--- src/rtl/sdram_arbit_rr_if.sv ---
// sdram_arbit_rr_if: bundles the init, refresh, user-channel and SDRAM pad buses of the round-robin SDRAM arbiter.
// Ports (arbiter view, slave modport):
//   init_*      : init sequencer command bus and init-complete level
//   ref_*       : refresh request/end handshake, refresh command bus, ref_en_o grant
//   ch_*        : per-channel request/end, flattened command/ba/addr/write-data buses, one-hot grant
//   rd_data_o   : SDRAM read data broadcast to all channels
//   wdog_err_o  : grant watchdog timeout pulse
//   sdram_*     : SDRAM pad-ring command/address/DQ signals
// The master modport is the mirror image, for whatever drives the arbiter.
interface sdram_arbit_rr_if #(
    parameter int NUM_CH = 4,
    parameter int DQ_W   = 16,
    parameter int ADDR_W = 13,
    parameter int BA_W   = 2
);
    logic [3:0]             init_cmd_i;
    logic [BA_W-1:0]        init_ba_i;
    logic [ADDR_W-1:0]      init_addr_i;
    logic                   init_end_i;
    logic                   ref_req_i;
    logic                   ref_end_i;
    logic [3:0]             ref_cmd_i;
    logic [BA_W-1:0]        ref_ba_i;
    logic [ADDR_W-1:0]      ref_addr_i;
    logic                   ref_en_o;
    logic [NUM_CH-1:0]      ch_req_i;
    logic [NUM_CH-1:0]      ch_end_i;
    logic [4*NUM_CH-1:0]    ch_cmd_i;
    logic [BA_W*NUM_CH-1:0] ch_ba_i;
    logic [ADDR_W*NUM_CH-1:0] ch_addr_i;
    logic [NUM_CH-1:0]      ch_dq_en_i;
    logic [DQ_W*NUM_CH-1:0] ch_dq_i;
    logic [NUM_CH-1:0]      ch_grant_o;
    logic [DQ_W-1:0]        rd_data_o;
    logic                   wdog_err_o;
    logic                   sdram_cke_o;
    logic                   sdram_cs_n_o;
    logic                   sdram_ras_n_o;
    logic                   sdram_cas_n_o;
    logic                   sdram_we_n_o;
    logic [BA_W-1:0]        sdram_ba_o;
    logic [ADDR_W-1:0]      sdram_addr_o;
    logic                   sdram_dq_en_o;
    logic [DQ_W-1:0]        sdram_dq_o;
    logic [DQ_W-1:0]        sdram_dq_i;

    modport slave (
        input  init_cmd_i, init_ba_i, init_addr_i, init_end_i,
        input  ref_req_i, ref_end_i, ref_cmd_i, ref_ba_i, ref_addr_i,
        output ref_en_o,
        input  ch_req_i, ch_end_i, ch_cmd_i, ch_ba_i, ch_addr_i, ch_dq_en_i, ch_dq_i,
        output ch_grant_o, rd_data_o, wdog_err_o,
        output sdram_cke_o, sdram_cs_n_o, sdram_ras_n_o, sdram_cas_n_o, sdram_we_n_o,
        output sdram_ba_o, sdram_addr_o, sdram_dq_en_o, sdram_dq_o,
        input  sdram_dq_i
    );

    modport master (
        output init_cmd_i, init_ba_i, init_addr_i, init_end_i,
        output ref_req_i, ref_end_i, ref_cmd_i, ref_ba_i, ref_addr_i,
        input  ref_en_o,
        output ch_req_i, ch_end_i, ch_cmd_i, ch_ba_i, ch_addr_i, ch_dq_en_i, ch_dq_i,
        input  ch_grant_o, rd_data_o, wdog_err_o,
        input  sdram_cke_o, sdram_cs_n_o, sdram_ras_n_o, sdram_cas_n_o, sdram_we_n_o,
        input  sdram_ba_o, sdram_addr_o, sdram_dq_en_o, sdram_dq_o,
        output sdram_dq_i
    );
endinterface

--- src/rtl/sdram_arbit_rr.sv ---
// sdram_arbit_rr: multiplexes init, auto-refresh and NUM_CH round-robin user channels onto one SDRAM bus.
// Ports:
//   sys_clk_i : system clock
//   rst_i     : asynchronous active-high reset
//   bus       : sdram_arbit_rr_if.slave carrying all init/refresh/channel/SDRAM signals
// Refresh always wins arbitration; every grant is preceded by at least one NOP (ARBIT) cycle.
// Optional macro SDRAM_ARB_WDOG_EN adds a grant watchdog of WDOG_CYC cycles; otherwise wdog_err_o is 0.
module sdram_arbit_rr #(
    parameter int NUM_CH   = 4,
    parameter int DQ_W     = 16,
    parameter int ADDR_W   = 13,
    parameter int BA_W     = 2,
    parameter int WDOG_CYC = 1024
) (
    input logic              sys_clk_i,
    input logic              rst_i,
    sdram_arbit_rr_if.slave  bus
);
    localparam int PTR_W = $clog2(NUM_CH);
    localparam logic [3:0] NOP = 4'b0111;

    typedef enum logic [1:0] {IDLE, ARBIT, REFRESH, CHAN} state_t;

    state_t             state_q, state_d;
    logic [PTR_W-1:0]   rr_ptr_q, rr_ptr_d, act_ch_q, act_ch_d, pick;
    logic               found, end_now, timeout;
    logic [3:0]         cmd;
    logic [BA_W-1:0]    ba;
    logic [ADDR_W-1:0]  addr;
    logic [NUM_CH-1:0]  grant;
    logic               ref_en, dq_en;
    logic [DQ_W-1:0]    dq;

    // Scan from the highest offset down so the channel closest to rr_ptr wins.
    always_comb begin
        found = 1'b0;
        pick  = '0;
        for (int i = NUM_CH - 1; i >= 0; i--) begin
            if (bus.ch_req_i[(int'(rr_ptr_q) + i) % NUM_CH]) begin
                found = 1'b1;
                pick  = PTR_W'((int'(rr_ptr_q) + i) % NUM_CH);
            end
        end
    end

    assign end_now = (state_q == REFRESH) ? bus.ref_end_i : bus.ch_end_i[act_ch_q];

`ifdef SDRAM_ARB_WDOG_EN
    localparam int WD_W = (WDOG_CYC > 1) ? $clog2(WDOG_CYC) : 1;
    logic [WD_W-1:0] wdog_q, wdog_d;
    logic            wdog_err_q;
    wire busy = (state_q == REFRESH) || (state_q == CHAN);
    // An end pulse coinciding with the timeout is a normal end, not an error.
    assign timeout = busy && (wdog_q == WD_W'(WDOG_CYC - 1)) && !end_now;
    assign wdog_d  = busy ? wdog_q + 1'b1 : '0;
    always_ff @(posedge sys_clk_i or posedge rst_i) begin
        if (rst_i) begin
            wdog_q     <= '0;
            wdog_err_q <= 1'b0;
        end else begin
            wdog_q     <= wdog_d;
            wdog_err_q <= timeout;
        end
    end
    assign bus.wdog_err_o = wdog_err_q;
`else
    assign timeout        = 1'b0;
    assign bus.wdog_err_o = 1'b0;
`endif

    always_ff @(posedge sys_clk_i or posedge rst_i) begin
        if (rst_i) begin
            state_q  <= IDLE;
            rr_ptr_q <= '0;
            act_ch_q <= '0;
        end else begin
            state_q  <= state_d;
            rr_ptr_q <= rr_ptr_d;
            act_ch_q <= act_ch_d;
        end
    end

    always_comb begin
        state_d  = state_q;
        rr_ptr_d = rr_ptr_q;
        act_ch_d = act_ch_q;
        cmd      = NOP;
        ba       = '1;
        addr     = '1;
        grant    = '0;
        ref_en   = 1'b0;
        dq_en    = 1'b0;
        dq       = '0;
        case (state_q)
            IDLE: begin
                cmd  = bus.init_cmd_i;
                ba   = bus.init_ba_i;
                addr = bus.init_addr_i;
                if (bus.init_end_i) state_d = ARBIT;
            end
            ARBIT: begin
                if (bus.ref_req_i) begin
                    state_d = REFRESH;
                end else if (found) begin
                    state_d  = CHAN;
                    act_ch_d = pick;
                    rr_ptr_d = (pick == PTR_W'(NUM_CH - 1)) ? '0 : pick + 1'b1;
                end
            end
            REFRESH: begin
                cmd    = bus.ref_cmd_i;
                ba     = bus.ref_ba_i;
                addr   = bus.ref_addr_i;
                ref_en = 1'b1;
                if (end_now || timeout) state_d = ARBIT;
            end
            CHAN: begin
                cmd             = bus.ch_cmd_i[4*act_ch_q +: 4];
                ba              = bus.ch_ba_i[BA_W*act_ch_q +: BA_W];
                addr            = bus.ch_addr_i[ADDR_W*act_ch_q +: ADDR_W];
                grant[act_ch_q] = 1'b1;
                dq_en           = bus.ch_dq_en_i[act_ch_q];
                dq              = dq_en ? bus.ch_dq_i[DQ_W*act_ch_q +: DQ_W] : '0;
                if (end_now || timeout) state_d = ARBIT;
            end
            default: state_d = IDLE;
        endcase
    end

    assign bus.sdram_cke_o   = 1'b1;
    assign bus.sdram_cs_n_o  = cmd[3];
    assign bus.sdram_ras_n_o = cmd[2];
    assign bus.sdram_cas_n_o = cmd[1];
    assign bus.sdram_we_n_o  = cmd[0];
    assign bus.sdram_ba_o    = ba;
    assign bus.sdram_addr_o  = addr;
    assign bus.sdram_dq_en_o = dq_en;
    assign bus.sdram_dq_o    = dq;
    assign bus.ch_grant_o    = grant;
    assign bus.ref_en_o      = ref_en;
    assign bus.rd_data_o     = bus.sdram_dq_i;
endmodule

--- src/flat_wrapper.sv ---
// flat-port wrapper written by rule: the top's interface ports become plain ports
module sdram_arbit_rr_flat 
#(
    parameter int NUM_CH   = 4,
    parameter int DQ_W     = 16,
    parameter int ADDR_W   = 13,
    parameter int BA_W     = 2,
    parameter int WDOG_CYC = 1024
)
  (sys_clk_i, rst_i, bus_init_cmd_i, bus_init_ba_i, bus_init_addr_i, bus_init_end_i, bus_ref_req_i, bus_ref_end_i, bus_ref_cmd_i, bus_ref_ba_i, bus_ref_addr_i, bus_ref_en_o, bus_ch_req_i, bus_ch_end_i, bus_ch_cmd_i, bus_ch_ba_i, bus_ch_addr_i, bus_ch_dq_en_i, bus_ch_dq_i, bus_ch_grant_o, bus_rd_data_o, bus_wdog_err_o, bus_sdram_cke_o, bus_sdram_cs_n_o, bus_sdram_ras_n_o, bus_sdram_cas_n_o, bus_sdram_we_n_o, bus_sdram_ba_o, bus_sdram_addr_o, bus_sdram_dq_en_o, bus_sdram_dq_o, bus_sdram_dq_i);
  sdram_arbit_rr_if #(.NUM_CH(NUM_CH), .DQ_W(DQ_W), .ADDR_W(ADDR_W), .BA_W(BA_W)) bus_i ();
  input logic sys_clk_i;
  input logic rst_i;
  input wire logic [$bits(bus_i.init_cmd_i)-1:0] bus_init_cmd_i;
  input wire logic [$bits(bus_i.init_ba_i)-1:0] bus_init_ba_i;
  input wire logic [$bits(bus_i.init_addr_i)-1:0] bus_init_addr_i;
  input wire logic [$bits(bus_i.init_end_i)-1:0] bus_init_end_i;
  input wire logic [$bits(bus_i.ref_req_i)-1:0] bus_ref_req_i;
  input wire logic [$bits(bus_i.ref_end_i)-1:0] bus_ref_end_i;
  input wire logic [$bits(bus_i.ref_cmd_i)-1:0] bus_ref_cmd_i;
  input wire logic [$bits(bus_i.ref_ba_i)-1:0] bus_ref_ba_i;
  input wire logic [$bits(bus_i.ref_addr_i)-1:0] bus_ref_addr_i;
  output wire logic [$bits(bus_i.ref_en_o)-1:0] bus_ref_en_o;
  input wire logic [$bits(bus_i.ch_req_i)-1:0] bus_ch_req_i;
  input wire logic [$bits(bus_i.ch_end_i)-1:0] bus_ch_end_i;
  input wire logic [$bits(bus_i.ch_cmd_i)-1:0] bus_ch_cmd_i;
  input wire logic [$bits(bus_i.ch_ba_i)-1:0] bus_ch_ba_i;
  input wire logic [$bits(bus_i.ch_addr_i)-1:0] bus_ch_addr_i;
  input wire logic [$bits(bus_i.ch_dq_en_i)-1:0] bus_ch_dq_en_i;
  input wire logic [$bits(bus_i.ch_dq_i)-1:0] bus_ch_dq_i;
  output wire logic [$bits(bus_i.ch_grant_o)-1:0] bus_ch_grant_o;
  output wire logic [$bits(bus_i.rd_data_o)-1:0] bus_rd_data_o;
  output wire logic [$bits(bus_i.wdog_err_o)-1:0] bus_wdog_err_o;
  output wire logic [$bits(bus_i.sdram_cke_o)-1:0] bus_sdram_cke_o;
  output wire logic [$bits(bus_i.sdram_cs_n_o)-1:0] bus_sdram_cs_n_o;
  output wire logic [$bits(bus_i.sdram_ras_n_o)-1:0] bus_sdram_ras_n_o;
  output wire logic [$bits(bus_i.sdram_cas_n_o)-1:0] bus_sdram_cas_n_o;
  output wire logic [$bits(bus_i.sdram_we_n_o)-1:0] bus_sdram_we_n_o;
  output wire logic [$bits(bus_i.sdram_ba_o)-1:0] bus_sdram_ba_o;
  output wire logic [$bits(bus_i.sdram_addr_o)-1:0] bus_sdram_addr_o;
  output wire logic [$bits(bus_i.sdram_dq_en_o)-1:0] bus_sdram_dq_en_o;
  output wire logic [$bits(bus_i.sdram_dq_o)-1:0] bus_sdram_dq_o;
  input wire logic [$bits(bus_i.sdram_dq_i)-1:0] bus_sdram_dq_i;
  assign bus_i.init_cmd_i = bus_init_cmd_i;
  assign bus_i.init_ba_i = bus_init_ba_i;
  assign bus_i.init_addr_i = bus_init_addr_i;
  assign bus_i.init_end_i = bus_init_end_i;
  assign bus_i.ref_req_i = bus_ref_req_i;
  assign bus_i.ref_end_i = bus_ref_end_i;
  assign bus_i.ref_cmd_i = bus_ref_cmd_i;
  assign bus_i.ref_ba_i = bus_ref_ba_i;
  assign bus_i.ref_addr_i = bus_ref_addr_i;
  assign bus_ref_en_o = bus_i.ref_en_o;
  assign bus_i.ch_req_i = bus_ch_req_i;
  assign bus_i.ch_end_i = bus_ch_end_i;
  assign bus_i.ch_cmd_i = bus_ch_cmd_i;
  assign bus_i.ch_ba_i = bus_ch_ba_i;
  assign bus_i.ch_addr_i = bus_ch_addr_i;
  assign bus_i.ch_dq_en_i = bus_ch_dq_en_i;
  assign bus_i.ch_dq_i = bus_ch_dq_i;
  assign bus_ch_grant_o = bus_i.ch_grant_o;
  assign bus_rd_data_o = bus_i.rd_data_o;
  assign bus_wdog_err_o = bus_i.wdog_err_o;
  assign bus_sdram_cke_o = bus_i.sdram_cke_o;
  assign bus_sdram_cs_n_o = bus_i.sdram_cs_n_o;
  assign bus_sdram_ras_n_o = bus_i.sdram_ras_n_o;
  assign bus_sdram_cas_n_o = bus_i.sdram_cas_n_o;
  assign bus_sdram_we_n_o = bus_i.sdram_we_n_o;
  assign bus_sdram_ba_o = bus_i.sdram_ba_o;
  assign bus_sdram_addr_o = bus_i.sdram_addr_o;
  assign bus_sdram_dq_en_o = bus_i.sdram_dq_en_o;
  assign bus_sdram_dq_o = bus_i.sdram_dq_o;
  assign bus_i.sdram_dq_i = bus_sdram_dq_i;
  sdram_arbit_rr #(.NUM_CH(NUM_CH), .DQ_W(DQ_W), .ADDR_W(ADDR_W), .BA_W(BA_W), .WDOG_CYC(WDOG_CYC)) u_core (.sys_clk_i(sys_clk_i), .rst_i(rst_i), .bus(bus_i));
endmodule
--- config.mk ---
export PLATFORM = sky130hd
export DESIGN_NAME = sdram_arbit_rr_flat
export DESIGN_NICKNAME = d
export VERILOG_FILES = /design/src/rtl/sdram_arbit_rr_if.sv /design/src/rtl/sdram_arbit_rr.sv /design/src/flat_wrapper.sv
export SDC_FILE = /design/constraint.sdc
export NUM_CORES = 1
export LEC_CHECK = 0
export CORE_AREA = 2 2 104 106
export CTS_BUF_LIST = sky130_fd_sc_hd__clkbuf_16
export CTS_CLUSTER_DIAMETER = 120
export DETAILED_ROUTE_END_ITERATION = 10
export DIE_AREA = 0 0 106 108
export MAX_ROUTING_LAYER = met4
export PLACE_DENSITY_LB_ADDON = 0.12
export SYNTH_ARGS = -nofsm -noshare
export SYNTH_HDL_FRONTEND = slang
export SYNTH_SLANG_ARGS = --single-unit
--- constraint.sdc ---
create_clock -name sys_clk_i -period 2.7 [get_ports sys_clk_i]
set_clock_uncertainty 0.15 [all_clocks]
set_input_delay 0.81 -clock sys_clk_i [delete_from_list [all_inputs] [get_ports sys_clk_i]]
set_output_delay 0.81 -clock sys_clk_i [all_outputs]
set_load 0.02 [all_outputs]
==> results by group <==
Status
  • Run status: finished, violations left
  • Failing checks: setup timing

Min path
  • Hold path start: u_core.rr_ptr_q[0]
  • Min-delay worst type: register to register
  • Worst hold stages: 2
  • Hold Path Sink: u_core.rr_ptr_q[0]

Worst setup path
  • Critical path fanouts, max: 6
  • RR Startpoint: u_core.act_ch_q[0]
  • WS Path Type: primary input to primary output
  • CP arrival: 1.88 ns
  • FF-to-FF setup slack: 0.98 ns
  • Critical Path RT: 1.74 ns
  • CP Launch Type: primary input
  • R2R depth: 6
  • CP startpoint: bus_ch_dq_en_i[3]
  • CP Capture Type: primary output
  • RR Endpoint: u_core.state_q[1]

STA
  • Period Utilization, post-route: 105%
  • RSZ-0062 raised after global routing: yes
  • Fmax: 352 MHz
  • Final setup vio count: 22
  • Final setup margin: -0.139 ns
  • Crit path time final: 2.84 ns
  • Final hold violation count: 0
  • Fin. max-slew vios: 0

Finish
  • Most frequent cells in the layout: dlygate4sd2_1, buf_2, buf_6, mux4_2, buf_4
  • Area of the multi-input gates: 0.00167 sq mm
  • Syn-to-layout area delta: 121%
  • Final instance area: 0.00436 sq mm
  • Fin util: 42.6%
  • Final Net Count: 615
  • Fill count: 1056
  • Share of cells above drive strength 1: 52.5%
  • Commonest non-fill, non-tap cell in the layout: dlygate4sd2_1
  • Register Area: 154 sq um
  • Antenna Cells: 0

Global routing
  • Global-route wire length before repair: 14.3 mm
  • Initial antenna violation count: 0
  • Grt total ovfl: 0
  • Largest net degree at the start of global routing: 19
  • GRT Util Overall: 16.7%
  • Number of global-route vias before repair: 2724

Clock network
  • CTS tree: built
  • # clock sinks: 6
  • TritonCTS Buffers: 3
  • H-tree depth reported by CTS: 1
  • Cts hold-fix bufs: 0
  • Root buf cell: clkbuf_16
  • Clock slew at reported path FFs: 0.03 ns
  • CTS max path bufs: 2
  • Clock latency on the worst-skew pair: 0.23 ns

Power and ir drop
  • Total leakage power: 2.10 nW
  • Worst VDD drop: 0.378 mV
  • Pwr dens: 871 mW/mm^2

Logic synthesis
  • Syn Area/Cell: 11.2 sq um
  • Synth area leaders: mux4_2, mux2_2, buf_4
  • Yosys cell types: 31
  • Post-synthesis net count: 388
  • Syn Inst Count: 177
  • Seq cells post-synth: 6
  • Area share of the largest cell type after synthesis: 42.2%
  • Synth area leader: mux4_2
  • Mapped cell area: 0.00197 sq mm
  • Register area share after synthesis: 7.60%
  • Syn. warnings: 0

Die
  • Die Area: 0.0114 sq mm
  • Die width: 106 um
  • Die Ht: 108 um
  • Core Region: 0.0102 sq mm
  • IO Count: 270
  • Rows: 37
  • Initial Utilization: 19.3%

Route
  • Iteration count of the initial detailed-routing pass: 4
  • Vias/cell: 4.58
  • Post-route ant nets: 0
  • DR WL/cell: 18.1 um
  • Detailed-route DRC error count: 0
  • Post-Route WL: 9.71 mm
  • Vias: 2462
  • Iter 0 DRT Violations: 100

Placement
  • Dpl cell area: 0.00447 sq mm
  • DP HPWL: 7.97 mm
  • Placer Congestion: 0.760
  • IO buf count: 235

Job
  • Maxcap violations: 0
sequential cells by signal, summed over array words and instances, names as in the netlist:
register	cells
u_core.state_q	2
u_core.rr_ptr_q	2
u_core.act_ch_q	2
through the flow:
stage	hold slack [ns]	setup WS [ns]	TNS (ns)	std cells	power [mW]
floorplan	0.365	0.0655	0	177	2.05
global placement	0.396	-0.804	-26.66	529	3.34
detailed placement	0.406	-0.838	-26.81	529	3.33
CTS	0.415	-0.221	-3.68	541	3.89
global route	0.439	-0.164	-3.00	538	4.04
finish	0.406	-0.139	-2.01	538	3.80
final cells by class:
class                      instances  share of cell area (%)
clock buffer                       3                    1.72
inverter                           5                   0.488
multi-input combinational        129                    38.3
sequential                         6                    3.53
tap                              136                    3.90
timing repair buffer             259                    52.0
logic make-up after synthesis:
group	Yosys count	synth area share (%)
buf+inv	42	13.9
compound gates	32	12.3
simple gates	36	11.2
mux	58	54.2
other cells	2	0.380
flops	6	7.60
xor+xnor	1	0.444
worst max-delay path: stages:
cell,delay [ns]
buf_6,0.09
mux4_2,0.48
nand3_4,0.15
buf_8,0.15
nor2b_1,0.05
buf_4,0.15
per-layer routing:
layer	vias up	wire (um)	track usage (%)
met5	-	0	-
met4	0	29	2.26
met3	2	880	3.44
met2	155	5330	32.6
met1	1170	3470	17.6
li1	1135	-	-
report_power, final:
group / leakage [nW] / total [mW] / switching, mW / internal [mW]
Sequential: 0.0678 / 0.209 / 0.0698 / 0.139
Clock: 0.0370 / 0.236 / 0.0465 / 0.190
Combinational: 1.99 / 3.36 / 1.45 / 1.91
worst max path at each step:
stage / slack, ns / to
floorplan: 0.07 / bus_sdram_dq_o[10]
global placement: -0.80 / bus_sdram_dq_o[12]
detailed placement: -0.84 / bus_sdram_dq_o[3]
CTS: -0.22 / bus_sdram_dq_o[3]
global route: -0.16 / bus_sdram_dq_o[12]
finish: -0.14 / bus_sdram_dq_o[12]
repair_timing:
item                                    CTS  global route
resized for setup                       573            46
pin swaps                                20            18
buffers inserted                          6             1
endpoints found under the setup margin   40            38
cloned                                    3             0
endpoints found under the hold margin     0             0
synthesized netlist by cell type:
cell,n
buf_4,22
nor2_1,2
nand3_2,1
and3_4,1
mux2_2,18
conb_1,2
o311ai_0,1
mux2i_1,2
xnor2_1,1
nor3_1,1
buf_2,3
nand2b_1,2
a21oi_1,3
clkbuf_1,8
nor2b_1,17
buf_6,4
a21boi_1,1
nor3b_1,2
a311oi_1,1
and4_1,1
o21ai_0,6
or4_4,1
mux2_4,1
o22a_1,18
nand2_1,6
o21ai_1,1
mux4_2,37
dfrtp_1,6
nand3_1,2
inv_1,5
o2bb2a_1,1
(Power assumes the default switching activity.)
